## src/rtl/reg_file_sb_if.sv

```systemverilog
// rtl/reg_file_sb_if.sv - register file / scoreboard port bundle
interface reg_file_sb_if #(
    parameter int DW = 32,
    parameter int AW = 5
);
    logic          we;
    logic [AW-1:0] wa;
    logic [DW-1:0] wd;
    logic [AW-1:0] ra1;
    logic [AW-1:0] ra2;
    logic [DW-1:0] rd1;
    logic [DW-1:0] rd2;
    logic          iss;
    logic [AW-1:0] iss_a;
    logic          busy1;
    logic          busy2;
    logic          stall;
    logic [AW:0]   pend_cnt;
    logic          waw_err;

    modport master (
        output we, wa, wd, ra1, ra2, iss, iss_a,
        input  rd1, rd2, busy1, busy2, stall, pend_cnt, waw_err
    );

    modport slave (
        input  we, wa, wd, ra1, ra2, iss, iss_a,
        output rd1, rd2, busy1, busy2, stall, pend_cnt, waw_err
    );
endinterface

```

## src/rtl/reg_file_sb.sv

```systemverilog
// rtl/reg_file_sb.sv - register file with write forwarding and pending-write scoreboard
module reg_file_sb #(
    parameter int DW     = 32,
    parameter int AW     = 5,
    parameter int BYPASS = 1
) (
    input  logic         clk,
    input  logic         rst,
    reg_file_sb_if.slave bus
);
    localparam int DEPTH  = 1 << AW;
    localparam bit BYP_EN = (BYPASS != 0);

    logic [DW-1:0]    r_mem [DEPTH];
    logic [DEPTH-1:0] r_pend;
    logic [AW:0]      r_pend_cnt;
    logic             r_waw_err;

    logic w_wr_en;
    logic w_iss_en;
    logic w_same;
    logic w_inc;
    logic w_dec;
    logic w_waw;
    logic w_fwd1;
    logic w_fwd2;

    assign w_wr_en  = bus.we && (bus.wa != '0);
    assign w_iss_en = bus.iss && (bus.iss_a != '0);
    // Same-address issue and write: the new issue wins, so the bit stays set.
    assign w_same   = w_wr_en && w_iss_en && (bus.wa == bus.iss_a);
    assign w_inc    = w_iss_en && !r_pend[bus.iss_a];
    assign w_dec    = w_wr_en && r_pend[bus.wa] && !w_same;
    assign w_waw    = w_iss_en && r_pend[bus.iss_a] && !w_same;

    // w_wr_en already excludes address 0, so a forward never hits register 0.
    assign w_fwd1   = BYP_EN && w_wr_en && (bus.wa == bus.ra1);
    assign w_fwd2   = BYP_EN && w_wr_en && (bus.wa == bus.ra2);

    always_ff @(posedge clk) begin
        if (rst) begin
            for (int i = 0; i < DEPTH; i++) begin
                r_mem[i] <= '0;
            end
            r_pend     <= '0;
            r_pend_cnt <= '0;
            r_waw_err  <= 1'b0;
        end else begin
            if (w_wr_en) begin
                r_mem[bus.wa]  <= bus.wd;
                r_pend[bus.wa] <= 1'b0;
            end
            if (w_iss_en) begin
                r_pend[bus.iss_a] <= 1'b1;
            end
            r_pend_cnt <= r_pend_cnt + {{AW{1'b0}}, w_inc} - {{AW{1'b0}}, w_dec};
            r_waw_err  <= w_waw;
        end
    end

    always_comb begin
        bus.rd1 = '0;
        bus.rd2 = '0;
        if (bus.ra1 != '0) begin
            bus.rd1 = w_fwd1 ? bus.wd : r_mem[bus.ra1];
        end
        if (bus.ra2 != '0) begin
            bus.rd2 = w_fwd2 ? bus.wd : r_mem[bus.ra2];
        end
    end

    // r_pend[0] is never set, so a zero read address reports not busy.
    assign bus.busy1    = r_pend[bus.ra1] && !w_fwd1;
    assign bus.busy2    = r_pend[bus.ra2] && !w_fwd2;
    assign bus.stall    = bus.busy1 || bus.busy2;
    assign bus.pend_cnt = r_pend_cnt;
    assign bus.waw_err  = r_waw_err;
endmodule

```

## src/flat_wrapper.sv

```systemverilog
// flat-port wrapper written by rule: the top's interface ports become plain ports
module reg_file_sb_flat 
#(
    parameter int DW     = 32,
    parameter int AW     = 5,
    parameter int BYPASS = 1
)
  (clk, rst, bus_we, bus_wa, bus_wd, bus_ra1, bus_ra2, bus_iss, bus_iss_a, bus_rd1, bus_rd2, bus_busy1, bus_busy2, bus_stall, bus_pend_cnt, bus_waw_err);
  reg_file_sb_if #(.DW(DW), .AW(AW)) bus_i ();
  input  logic clk;
  input  logic rst;
  input wire logic [$bits(bus_i.we)-1:0] bus_we;
  input wire logic [$bits(bus_i.wa)-1:0] bus_wa;
  input wire logic [$bits(bus_i.wd)-1:0] bus_wd;
  input wire logic [$bits(bus_i.ra1)-1:0] bus_ra1;
  input wire logic [$bits(bus_i.ra2)-1:0] bus_ra2;
  input wire logic [$bits(bus_i.iss)-1:0] bus_iss;
  input wire logic [$bits(bus_i.iss_a)-1:0] bus_iss_a;
  output wire logic [$bits(bus_i.rd1)-1:0] bus_rd1;
  output wire logic [$bits(bus_i.rd2)-1:0] bus_rd2;
  output wire logic [$bits(bus_i.busy1)-1:0] bus_busy1;
  output wire logic [$bits(bus_i.busy2)-1:0] bus_busy2;
  output wire logic [$bits(bus_i.stall)-1:0] bus_stall;
  output wire logic [$bits(bus_i.pend_cnt)-1:0] bus_pend_cnt;
  output wire logic [$bits(bus_i.waw_err)-1:0] bus_waw_err;
  assign bus_i.we = bus_we;
  assign bus_i.wa = bus_wa;
  assign bus_i.wd = bus_wd;
  assign bus_i.ra1 = bus_ra1;
  assign bus_i.ra2 = bus_ra2;
  assign bus_i.iss = bus_iss;
  assign bus_i.iss_a = bus_iss_a;
  assign bus_rd1 = bus_i.rd1;
  assign bus_rd2 = bus_i.rd2;
  assign bus_busy1 = bus_i.busy1;
  assign bus_busy2 = bus_i.busy2;
  assign bus_stall = bus_i.stall;
  assign bus_pend_cnt = bus_i.pend_cnt;
  assign bus_waw_err = bus_i.waw_err;
  reg_file_sb #(.DW(DW), .AW(AW), .BYPASS(BYPASS)) u_core (.clk(clk), .rst(rst), .bus(bus_i));
endmodule
```

## config.mk

```make
export PLATFORM = sky130hd
export DESIGN_NAME = reg_file_sb_flat
export DESIGN_NICKNAME = d
export VERILOG_FILES = /design/src/rtl/reg_file_sb_if.sv /design/src/rtl/reg_file_sb.sv /design/src/flat_wrapper.sv
export SDC_FILE = /design/constraint.sdc
export NUM_CORES = 2
export LEC_CHECK = 0
export ABC_CLOCK_PERIOD_IN_PS = 8490
export CELL_PAD_IN_SITES_DETAIL_PLACEMENT = 1
export CELL_PAD_IN_SITES_GLOBAL_PLACEMENT = 1
export CORE_UTILIZATION = 50
export CTS_BUF_LIST = sky130_fd_sc_hd__clkbuf_4 sky130_fd_sc_hd__clkbuf_8
export DETAILED_ROUTE_END_ITERATION = 6
export PLACE_DENSITY_LB_ADDON = 0.1
export RECOVER_POWER = 25
export SLEW_MARGIN = 10
export SYNTH_ARGS = -nofsm -noshare
export SYNTH_HDL_FRONTEND = slang
export SYNTH_SLANG_ARGS = --single-unit
```

## constraint.sdc

```tcl
create_clock -name clk -period 8.49 [get_ports clk]
set_input_delay 1.698 -clock clk [delete_from_list [all_inputs] [get_ports clk]]
set_output_delay 1.698 -clock clk [all_outputs]
set_load 0.01 [all_outputs]
```

==> impl_metrics.csv <==
group,metric,value,unit
run_status,failed_checks,"max-capacitance violations, max-slew violations",
routing,vias,42925,
floorplanning,ioPinCount,130,
routing,viasPerCell,7.09,
sta,hold_ws,0.524,ns
synthesis,synth_top_cell_area_share,52.5,%
placement,place_inst,5714,
routing,wl,244,mm
cells_and_area,drive_gt1_share,23.5,%
synthesis,synth_largest_area_cell,"edfxtp_1",
global_routing,grt_pass1_vias,43017,
run_status,run_status,"complete, but fails checks",
global_routing,grt_max_degree,69,
placement,gp_congestion,0.899,
cells_and_area,final_area,0.0653,mm²
clock_network,clockRootBuffer,"clkbuf_8",
pwr,total_power,12900,µW
job,cap_violations,13,
sta,relSlewSlack,-179,%
worst_setup_path,startpoint_type,"input pin",
worst_setup_path,path_common_cell,"buf_4",
sta,fin_crit_sh,92.2,%
clock_network,path_clk_slew,0.06,ns
global_routing,antenna_found_initial,26,
worst_setup_path,worst_path_dominant_cell_family,"buffers and inverters",
synthesis,synth-seq-area-share,53.8,%
worst_setup_path,arrival,6.13,ns
synthesis,synthCells,4265,
pwr,ir_drop,159,µV
synthesis,synth_edf_count,1024,
clock_network,cts_tree,"built",
worst_setup_path,worst_path_max_delay_cell,"o31ai_4",
sta,fmax,128,MHz
clock_network,clock-sinks,1063,
hold_path,worstHoldStart,"u_core.r_pend[0]",
synthesis,yosys-top-cells-area,"edfxtp_1 52%, mux4_2 14%, and2_1 11%",
worst_setup_path,cp-end-kind,"output port",
cells_and_area,seq_area,0.0315,mm²
synthesis,synthFlopType,"edfxtp_1",
pwr,leakage,0.0230,µW
floorplanning,rows,125,
worst_setup_path,crit_required,6.79,ns
synthesis,syn_area,0.0586,mm²
hold_path,whs_endpoint,"u_core.r_pend[0]",
synthesis,syn_avg_cell_area,13.7,µm²
clock_network,numCtsBuffers,187,
placement,dp_hpwl,147,mm
routing,ant_nets,0,
worst_setup_path,worstReg2RegEnd,"u_core.bus.pend_cnt[4]",
floorplanning,die_x,344,µm
floorplanning,core_region_area,0.116,mm²
worst_setup_path,r2r-start,"u_core.r_pend[11]",
sta,finClkSkew,0.0176,ns
clock_network,cts_buffer_depth,3,
synthesis,ys_warn_count,0,
routing,drt_first_pass_iters,6,
worst_setup_path,critical_path.cell_chain,"dlygate4sd3_1, clkbuf_1, xnor2_1, nand4_1, o31ai_4, buf_4, a211oi_1, buf_4, a211o_1, clkdlybuf4s50_1",
worst_setup_path,critPathBufInv,5,
cells_and_area,final_cells,6057,
hold_path,min_path_cells,1,
clock_network,cts_setup_buffers,0,
hold_path,min-delay-path-class,"register to register",
floorplanning,die_h,344,µm
clock_network,cts_resized,0,
sta,worstMarginPinSlew,4.19,ns
worst_setup_path,worstRegToRegCells,13,
cells_and_area,final_common_cell,"edfxtp_1",
placement,port_buffers,129,
pwr,cellPowerDensity,198,mW/mm²
worst_setup_path,path_class,"input pin to output port",
global_routing,track_usage,41.2,%
worst_setup_path,cp_max_fo,16,
floorplanning,dieArea,0.119,mm²
cells_and_area,multiInputGateArea,0.0251,mm²
routing,drtIter0Drc,6821,
sta,grt_setup_unrepaired,"no",
synthesis,synth_cell_type_count,69,
worst_setup_path,cpPeakStageDelay,1.04,ns
floorplanning,start_util,50.4,%
sta,tns,0,ns
worst_setup_path,r2r_setup_slack,5.31,ns
placement,placed_area,0.0617,mm²
cells_and_area,n_fill_cell,11228,
global_routing,grt_remaining_overflow,0,
clock_network,ctsHtreeMaxLevel,4,
routing,drc,0,
cells_and_area,nNetsFinal,4442,
sta,hold_violations,0,
clock_network,ctsHoldBuffers,0,
cells_and_area,areaGrowthSynthToFinish,11.4,%
global_routing,grt_pass1_wl,335,mm
clock_network,clk_latency,0.89,ns
cells_and_area,final_cell_mix,"1,024 x edfxtp_1, 846 x and2_1, 368 x mux4_2",
synthesis,async_flop_share,0,%
sta,final.min_clock_period,7.83,ns
synthesis,ys_ff_latch,1063,
sta,drv_slew,416,
sta,setup_viol_count_final,0,
routing,wire_per_inst,40.3,µm
[layout make-up]
| class | count | area share (%) |
|---|---|---|
| Antenna cell | 13 | 0.0498 |
| Inverter | 52 | 0.299 |
| Multi-Input combinational cell | 2740 | 38.5 |
| Sequential cell | 1063 | 48.3 |
| Clock buffer | 267 | 4.96 |
| Timing Repair Buffer | 335 | 4.43 |
| Tap cell | 1524 | 2.92 |
| Clock inverter | 63 | 0.554 |
[registers in the layout, indices dropped and copies added, names as in the netlist]
register             count
u_core.bus.pend_cnt      6
u_core.bus.waw_err       1
u_core.r_pend           32
u_core.r_mem          1024
[report_power, final]
part | internal (µW) | switching (µW)
logic | 743 | 1180
clock network | 2520 | 2240
registers | 6050 | 161
total | 9320 | 3580
[cells by family (layout without fill, tap and decap cells)]
family	count (synthesis)	after routing	share of synthesized area, %
compound gates	532	532	6.57
xor+xnor	19	19	0.284
fa+ha+maj	7	7	0.162
buf+inv	493	717	4.10
flops	1063	1063	53.8
mux	742	742	20.8
other cells	1	45	0.00640
simple gates	1408	1408	14.2
[cell usage after synthesis, drive strengths merged, types with 51 or more instances]
| library cell | count |
|---|---|
| o21ai | 56 |
| mux4 | 371 |
| inv | 51 |
| buf | 152 |
| a221oi | 61 |
| mux2i | 270 |
| nand2 | 65 |
| clkbuf | 289 |
| a21oi | 56 |
| nor2 | 126 |
| o22ai | 134 |
| mux2 | 101 |
| edfxtp | 1024 |
| and2 | 994 |
[worst max-delay path by stage]
stage               start           to  cells past startpoint
4_1_cts         bus_wa[3]  bus_rd1[30]                      8
3_3_place_gp   bus_ra1[0]  bus_rd1[30]                      8
5_1_grt         bus_wa[1]  bus_rd1[31]                     10
3_5_place_dp    bus_wa[3]  bus_rd1[30]                      8
6_report        bus_wa[1]  bus_rd1[31]                     10
2_1_floorplan  bus_ra1[1]   bus_rd1[1]                      6
[per-stage QoR]
step                      util, %  setup slack [ns]
after floorplan                 -              3.37
after global placement       53.1             0.987
after detailed placement     53.1              1.13
after CTS                    56.2              1.12
after global routing         56.1             0.655
final                        56.2             0.663
[metal layers]
metal / vias to the layer above / share of wire, % / track usage (%)
met4: 8 / 6.8 / 25.0
met3: 816 / 12 / 10.0
met5: - / 0.022 / 0
met1: 22256 / 36 / 54.3
met2: 3343 / 44 / 62.0
li1: 16502 / - / -
[worst register-to-register path, delay by kind of cell (launching register included)]
family | cells | cell delay [ns]
muxes | 1 | 0.48
adders and majority gates | 3 | 0.92
DFF | 1 | 0.35
xor gates and xnor gates | 1 | 0.16
AOI/OAI and AO/OA | 2 | 0.43
buffers and inverters | 1 | 0.04
and+or+nand+nor | 5 | 0.54
(Power assumes the default switching activity.)
